[src/rtl/j2_stack_pkg.sv]
`default_nettype none
// ============================================================================
// Module   : j2_stack_pkg
// Brief    : Shared defaults and stack-delta encoding for the j2 stacks.
// Revision : 1.0
// ============================================================================
package j2_stack_pkg;

  localparam int DEF_WIDTH = 16;
  localparam int DEF_DEPTH = 16;

  // Two's complement pointer move so decode and stack agree on meaning
  typedef enum logic [1:0] {
    SD_NONE = 2'b00,
    SD_PUSH = 2'b01,
    SD_POP2 = 2'b10,
    SD_POP  = 2'b11
  } sd_e;

endpackage
`default_nettype wire

[src/rtl/j2_stack_if.sv]
`default_nettype none
// ============================================================================
// Module   : j2_stack_if
// Brief    : Control/data bundle between a stack user and a j2_stack.
// Revision : 1.0
// ============================================================================
interface j2_stack_if #(
  parameter int WIDTH = j2_stack_pkg::DEF_WIDTH,
  parameter int DEPTH = j2_stack_pkg::DEF_DEPTH
);
  localparam int AW = $clog2(DEPTH);

  logic             clear;
  logic [1:0]       delta;
  logic             we;
  logic [WIDTH-1:0] wdata;
  logic [WIDTH-1:0] top;
  logic [WIDTH-1:0] second;
  logic [AW-1:0]    sp;
  logic [AW:0]      count;
  logic             empty;
  logic             full;
  logic             overflow;
  logic             underflow;

  modport master (
    output clear, delta, we, wdata,
    input  top, second, sp, count, empty, full, overflow, underflow
  );

  modport slave (
    input  clear, delta, we, wdata,
    output top, second, sp, count, empty, full, overflow, underflow
  );
endinterface
`default_nettype wire

[src/rtl/j2_stack.sv]
`default_nettype none
// ============================================================================
// Module   : j2_stack
// Brief    : Register-file stack with occupancy, sticky flags, wrap/guard mode.
// Revision : 1.0
// ============================================================================
module j2_stack
  import j2_stack_pkg::*;
#(
  parameter int WIDTH = DEF_WIDTH,
  parameter int DEPTH = DEF_DEPTH,
  parameter bit WRAP  = 1'b1
) (
  input  wire logic   clk,
  input  wire logic   resetq,
  j2_stack_if.slave   bus
);
  localparam int AW = $clog2(DEPTH);
  localparam logic [AW:0] C_FULL = (AW+1)'(DEPTH);

  logic [WIDTH-1:0] r_mem [DEPTH];
  logic [AW-1:0]    r_sp;
  logic [AW:0]      r_count;
  logic             r_ovf;
  logic             r_unf;

  logic [AW:0]      w_dext;
  logic [AW-1:0]    w_sp_n;
  logic             w_ovf;
  logic             w_unf;
  logic             w_exec;
  logic [AW:0]      w_count_n;

  assign w_dext = {{(AW-1){bus.delta[1]}}, bus.delta};
  assign w_sp_n = r_sp + w_dext[AW-1:0];

  assign w_ovf = (bus.delta == SD_PUSH) && (r_count == C_FULL);
  assign w_unf = ((bus.delta == SD_POP)  && (r_count == '0)) ||
                 ((bus.delta == SD_POP2) && (r_count < (AW+1)'(2)));

  // Guard mode drops an illegal op entirely; wrap mode lets it run
  assign w_exec = !(w_ovf || w_unf) || WRAP;

  assign w_count_n = w_ovf ? C_FULL :
                     w_unf ? '0     : r_count + w_dext;

  always_ff @(posedge clk or negedge resetq) begin
    if (!resetq) begin
      r_sp    <= '0;
      r_count <= '0;
      r_ovf   <= 1'b0;
      r_unf   <= 1'b0;
      for (int i = 0; i < DEPTH; i++) begin
        r_mem[i] <= '0;
      end
    end else if (bus.clear) begin
      r_sp    <= '0;
      r_count <= '0;
      r_ovf   <= 1'b0;
      r_unf   <= 1'b0;
    end else begin
      if (w_ovf) r_ovf <= 1'b1;
      if (w_unf) r_unf <= 1'b1;
      if (w_exec) begin
        r_sp    <= w_sp_n;
        r_count <= w_count_n;
        if (bus.we) r_mem[w_sp_n] <= bus.wdata;
      end
    end
  end

  assign bus.top       = r_mem[r_sp];
  assign bus.second    = r_mem[r_sp - AW'(1)];
  assign bus.sp        = r_sp;
  assign bus.count     = r_count;
  assign bus.empty     = (r_count == '0);
  assign bus.full      = (r_count == C_FULL);
  assign bus.overflow  = r_ovf;
  assign bus.underflow = r_unf;

endmodule
`default_nettype wire

[src/flat_wrapper.sv]
// flat-port wrapper written by rule: the top's interface ports become plain ports
module j2_stack_flat import j2_stack_pkg::*;
#(
  parameter int WIDTH = DEF_WIDTH,
  parameter int DEPTH = DEF_DEPTH,
  parameter bit WRAP  = 1'b1
)
  (clk, resetq, bus_clear, bus_delta, bus_we, bus_wdata, bus_top, bus_second, bus_sp, bus_count, bus_empty, bus_full, bus_overflow, bus_underflow);
  j2_stack_if #(.WIDTH(WIDTH), .DEPTH(DEPTH)) bus_i ();
  input  wire logic clk;
  input  wire logic resetq;
  input wire logic [$bits(bus_i.clear)-1:0] bus_clear;
  input wire logic [$bits(bus_i.delta)-1:0] bus_delta;
  input wire logic [$bits(bus_i.we)-1:0] bus_we;
  input wire logic [$bits(bus_i.wdata)-1:0] bus_wdata;
  output wire logic [$bits(bus_i.top)-1:0] bus_top;
  output wire logic [$bits(bus_i.second)-1:0] bus_second;
  output wire logic [$bits(bus_i.sp)-1:0] bus_sp;
  output wire logic [$bits(bus_i.count)-1:0] bus_count;
  output wire logic [$bits(bus_i.empty)-1:0] bus_empty;
  output wire logic [$bits(bus_i.full)-1:0] bus_full;
  output wire logic [$bits(bus_i.overflow)-1:0] bus_overflow;
  output wire logic [$bits(bus_i.underflow)-1:0] bus_underflow;
  assign bus_i.clear = bus_clear;
  assign bus_i.delta = bus_delta;
  assign bus_i.we = bus_we;
  assign bus_i.wdata = bus_wdata;
  assign bus_top = bus_i.top;
  assign bus_second = bus_i.second;
  assign bus_sp = bus_i.sp;
  assign bus_count = bus_i.count;
  assign bus_empty = bus_i.empty;
  assign bus_full = bus_i.full;
  assign bus_overflow = bus_i.overflow;
  assign bus_underflow = bus_i.underflow;
  j2_stack #(.WIDTH(WIDTH), .DEPTH(DEPTH), .WRAP(WRAP)) u_core (.clk(clk), .resetq(resetq), .bus(bus_i));
endmodule
[config.mk]
export PLATFORM = sky130hd
export DESIGN_NAME = j2_stack_flat
export DESIGN_NICKNAME = d
export VERILOG_FILES = /design/src/rtl/j2_stack_pkg.sv /design/src/rtl/j2_stack_if.sv /design/src/rtl/j2_stack.sv /design/src/flat_wrapper.sv
export SDC_FILE = /design/constraint.sdc
export NUM_CORES = 1
export LEC_CHECK = 0
export CAP_MARGIN = 25
export CORE_AREA = 3 3 189 191
export CTS_CLUSTER_DIAMETER = 60
export CTS_CLUSTER_SIZE = 16
export DETAILED_ROUTE_END_ITERATION = 16
export DIE_AREA = 0 0 192 194
export PLACE_DENSITY_LB_ADDON = 0.12
export SLEW_MARGIN = 20
export SYNTH_ARGS = -nofsm -noshare
export SYNTH_HDL_FRONTEND = slang
export SYNTH_SLANG_ARGS = --single-unit
[constraint.sdc]
create_clock -name clk -period 8.92 [get_ports clk]
set_input_delay 1.784 -clock clk [delete_from_list [all_inputs] [get_ports clk]]
set_output_delay 1.784 -clock clk [all_outputs]
set_load 0.05 [all_outputs]
==> metrics.csv, run 1 <==
metric,value,unit
postSynthCellCount,1007,
cts_inserted_buffers,34,
worst_slew_pin_slew,1.041,ns
htree_num_levels,2,
end_kind,output pin,
start_kind,flop,
syn_nets,1039,
fp-row-count,68,
ys_warn_count,0,
power_frac_comb,44.2,%
fin_skew,0.01177,ns
wl_met3,1896,um
postCtsSetupBuffers,0,
vias_per_cell,5.993,
routed_wl,40910,um
switching_power,2450,uW
rsz0062_at_grt,false,
fmax,0.1471,GHz
ys_ff_latch,267,
finalSetupViolCount,0,
yosysSeqAreaShare,43.55,%
io_buffers,66,
synthArstFlopShare,100.0,%
post_drt_wl_per_cell,26.90,um
gr-total-overflow,0,
insertion_delay,0.53,ns
power_density,371.3,nW/um^2
cp_slowest_cell,dfrtp_4,
place_hpwl,22910,um
fin_util,50.84,%
routabilityCongestion,0.7418,
max-cap-violations,0,
synth_edf_count,0,
wl_met1,18120,um
cts_tree,yes,
arrival,5.01,ns
p_total,6473,uW
clockBufferDepth,3,
final_common_cell,dfrtp_1,
crit_top_cell,buf_4,
setup-tns-final,0,ns
fin_crit,6.798,ns
intPower,4023,uW
grt_pass1_wl,62620,um
cp_max_fo,49,
grt.total_usage,22.35,%
cts.sinks,267,
critical_path.max_stage_delay,1.03,ns
required,7.14,ns
clk_pin_slew,0.06,ns
coreArea,34290,um^2
design.die.area,37250,um^2
grt_max_degree,163,
drtAntennaViolNets,0,
num_vias,9115,
synthFlopType,dfrtp_1,
slew_headroom,30.62,%
final_nets,1070,
critPathKind,reg2out,
layout-drive-gt1-share,43.05,%
wl_met2,19930,um
initial_utilization,44.75,%
fin_crit_sh,76.21,%
clockPowerShare,23.1,%
outcome,finished clean,
fp.dieW,192,um
swShare,37.85,%
netlist_area,15340,um^2
cts-resized-gates,0,
root_buffer,clkbuf_16,
power_leakage,0.007956,uW
hold_violations,0,
grt_pass1_vias,9575,
min_path_type,reg2reg,
cts_hold_buf,0,
pwr-share-seq,32.7,%
final-max-slew-violation-count,0,
drt-pass1-iter-count,5,
reg2reg_slack,5.25,ns
area_growth,13.61,%
die_h,194,um
ys_types,42,
io_pins,67,
vdd_ir_drop_max,0.0002628,V
final_cell_mix,"dfrtp_1 (265), mux2_4 (160), mux4_2 (96), mux2_2 (96), mux2i_1 (81)",
drtIter0Drc,520,
antenna_found_initial,2,
path_cells,"buf_4, buf_4, mux2i_1, a221oi_1, nor2_1, o21ai_0, clkdlybuf4s50_1",
top_layer,met4,
drc,0,
synth_area_per_cell,15.24,um^2
[cell families after synthesis]
kind of cell | share of synthesized area, %
AOI/OAI and AO/OA | 4.983
muxes | 42.67
DFF | 43.55
and+or+nand+nor | 3.580
adders and majority gates | 0.9134
xor gates and xnor gates | 0.4976
buffers and inverters | 3.809
[registers in the layout (all words and copies together), names as in the netlist]
signal,count
u_core.r_mem,256
u_core.bus.count,5
u_core.bus.sp,4
u_core.bus.overflow,1
u_core.bus.underflow,1
[cells in the mapped netlist (3+ instances only)]
library cell,instances,area (um^2)
buf_2,23,115.1
mux4_2,96,2162
nor2_1,30,112.6
xnor2_1,3,26.28
dfrtp_1,267,6681
nor2b_1,24,150.1
buf_6,4,45.04
buf_8,15,225.2
a221oi_1,32,280.3
a211oi_1,16,120.1
buf_4,4,30.03
o21ai_0,18,90.09
inv_1,7,26.28
mux2i_4,4,90.09
mux2i_1,81,810.8
clkbuf_1,36,135.1
a21o_1,3,22.52
nor3_1,3,15.01
mux2_2,96,1081
a22oi_1,16,120.1
ha_1,8,100.1
nand2_1,7,26.28
mux2_4,160,2402
nand2_4,16,180.2
a21oi_1,17,85.08
[power by group through the flow]
stage	logic (uW)	clock network [uW]	registers, uW
2_1_floorplan	2150	0	2010
6_report	2860	1490	2120
4_1_cts	2880	1530	2110
5_1_grt	3030	1580	2180
3_3_place_gp	2840	0	2120
3_5_place_dp	2870	0	2120
[layout make-up]
cell class	instances	area, um^2
fill	2855	16860
sequential	267	6686
antenna	2	5.005
multi-input combinational	649	8142
clock inverter	24	300.3
clock buffer	38	929.6
inverter	8	30.03
timing repair buffer	78	768.2
tap	455	569.3
[routing by layer]
| metal | vias to the layer above | global-route usage (%) |
|---|---|---|
| li1 | 3924 | - |
| met1 | 4875 | 31.17 |
| met2 | 251 | 36.43 |
| met3 | 65 | 3.453 |
| met4 | 0 | 6.314 |
| met5 | - | 0 |
[critical path, delay by kind of cell, from the launching register on]
kind / cells / cell delay (ns)
multiplexers: 1 / 0.16
AND/OR/NAND/NOR: 1 / 0.09
buffers and inverters: 3 / 2.39
flip-flops: 1 / 1.03
AO/OA/AOI/OAI: 2 / 0.74
[per-stage QoR]
step	cell area [um^2]	hold slack, ns	instances	worst slack, ns
after floorplan	15340	0.4910	1007	3.897
after global placement	16180	0.4843	1457	2.526
after detailed placement	16200	0.5003	1457	2.508
after CTS	17430	0.5131	1519	1.927
after global routing	17430	0.5336	1520	1.664
final	17430	0.5121	1521	2.122
[worst paths after layout]
check	start	end	depth (start not counted)
min in group asynchronous	resetq	u_core.r_mem[214]	1
worst min-delay path	u_core.bus.underflow	u_core.bus.underflow	2
worst min register to register	u_core.bus.underflow	u_core.bus.underflow	2
max in group asynchronous	resetq	u_core.r_mem[237]	2
worst max-delay path	u_core.bus.sp[0]	bus_top[4]	7
worst max register to register	u_core.bus.sp[0]	u_core.r_mem[221]	6
Power figures use the tool's default switching activity.
==> run 2: changes to the inputs <==
Clock period 8.92 ns to 6.1 ns, I/O delays scaled along.
==> metrics.csv, run 2 (synthesis results as in run 1) <==
metric,value,unit
outcome,finished clean,
design.die.area,37250,um^2
reg2reg_slack,2.06,ns
routed_wl,40820,um
antenna_found_initial,3,
slew_headroom,31.11,%
fin_crit_sh,86.44,%
drc,0,
cts.sinks,267,
pwr-share-seq,33.6,%
layout-drive-gt1-share,43.68,%
place_hpwl,23560,um
io_pins,67,
switching_power,3543,uW
hold_slack,0.5014,ns
grt_pass1_vias,9643,
insertion_delay,0.56,ns
regMostFlops,u_core.r_mem,
clockPowerShare,21.2,%
fp-row-count,68,
vias_per_cell,5.997,
rsz0062_at_grt,false,
arrival,4.05,ns
max-cap-violations,0,
num_vias,9098,
top_layer,met4,
clk_pin_slew,0.07,ns
wl_met2,19910,um
grt_pass1_wl,63110,um
r2r_cells,8,
cts_hold_buf,0,
nFillCells,2896,
power_density,533.4,nW/um^2
wl_met1,18480,um
cts_tree,yes,
die_h,194,um
start_kind,flop,
grt.total_usage,22.25,%
routabilityCongestion,0.7523,
grt_max_degree,125,
fin_skew,0.01839,ns
cp_max_fo,107,
required,4.88,ns
cts-resized-gates,0,
initial_utilization,44.75,%
intPower,5666,uW
coreArea,34290,um^2
vdd_ir_drop_max,0.0003626,V
p_total,9209,uW
worst_r2r_endpoint,u_core.r_mem[103],
drtIter0Drc,546,
final_common_cell,dfrtp_1,
root_buffer,clkbuf_16,
cts_inserted_buffers,30,
clockBufferDepth,3,
critical_path.startpoint,u_core.bus.sp[0],
finalSetupViolCount,0,
final-max-slew-violation-count,0,
fp.dieW,192,um
hp-start,u_core.bus.underflow,
drtAntennaViolNets,0,
holdPathEnd,u_core.bus.underflow,
power_leakage,0.007898,uW
r2r-start,u_core.bus.sp[0],
fin_cells,1517,
drt-pass1-iter-count,5,
critPathKind,reg2out,
wl_met3,1659,um
area_growth,12.53,%
power_frac_comb,45.2,%
gr-total-overflow,0,
largest_register_ffs,256,
postCtsSetupBuffers,0,
setup-tns-final,0,ns
final_cell_mix,"dfrtp_1 (265), mux2_4 (160), mux4_2 (96), mux2_2 (96), mux2i_1 (81)",
end_kind,output pin,
fin_crit,5.273,ns
htree_num_levels,1,
final_nets,1068,
worst_slew_pin_slew,1.028,ns
hold_depth,2,
post_drt_wl_per_cell,26.91,um
min_path_type,reg2reg,
hold_violations,0,
io_buffers,66,
swShare,38.48,%
dpl.cell_count,1459,
fmax,0.1897,GHz
## run 2: changes by cell type in the layout (fill, tap and decap cells not counted), sizes merged
| cell | delta |
|---|---|
| buf | +10 |
| bufinv | -1 |
| clkbuf | -5 |
| clkdlybuf4s50 | -8 |
| clkinv | -2 |
| clkinvlp | +1 |
| inv | +1 |
## run 2: per-stage QoR
step	setup WS, ns	area, um^2	util, %
after floorplan	1.641	15340	-
after global placement	1.487	16190	47.22
after detailed placement	1.493	16190	47.22
after CTS	0.8772	17260	50.34
after global routing	0.5830	17260	50.35
final	0.8272	17270	50.35
## run 2: worst max-delay path by stage
stage,endpoint,slack (ns),cells after the start
finish,bus_top[5],0.83,6
global route,bus_top[4],0.58,6
CTS,bus_second[12],0.88,8
detailed placement,bus_top[5],1.49,6
global placement,bus_top[4],1.49,6
floorplan,bus_second[10],1.64,9
## run 2: worst max-delay path: stages (launching register included)
cell and delay [ns]:
dfrtp_4 0.74, buf_12 0.57, mux2i_1 0.18, a221oi_1 0.39, nor2_1 0.08, o21ai_0 0.39
clkdlybuf4s50_1 0.90
## run 2: final cells by class
class | count | area, um^2 | area share [%]
inverter | 8 | 30.03 | 0.1739
timing repair buffer | 80 | 775.7 | 4.493
clock inverter | 23 | 265.3 | 1.536
multi-input combinational | 649 | 8130 | 47.09
sequential | 267 | 6686 | 38.73
clock buffer | 33 | 803.3 | 4.653
tap | 455 | 569.3 | 3.297
antenna | 2 | 5.005 | 0.02899
## run 2: power groups by stage
stage	Combinational [uW]	Sequential [uW]	Clock (uW)
6_report	4160	3100	1950
5_1_grt	4420	3200	2060
4_1_cts	4200	3080	1990
3_5_place_dp	4190	3100	0
3_3_place_gp	4150	3100	0
2_1_floorplan	3140	2950	0
## run 2: metal layers
metal,vias to the layer above,track usage (%)
li1,3933,-
met1,4896,31.90
met2,218,36.68
met3,51,2.911
met4,0,4.263
met5,-,0
==> run 3: changes to the inputs <==
Settings changed: ABC_CLOCK_PERIOD_IN_PS set to 6100.
==> results of run 3 <==
No change in the layout: final DEF, timing and power equal those of run 2.
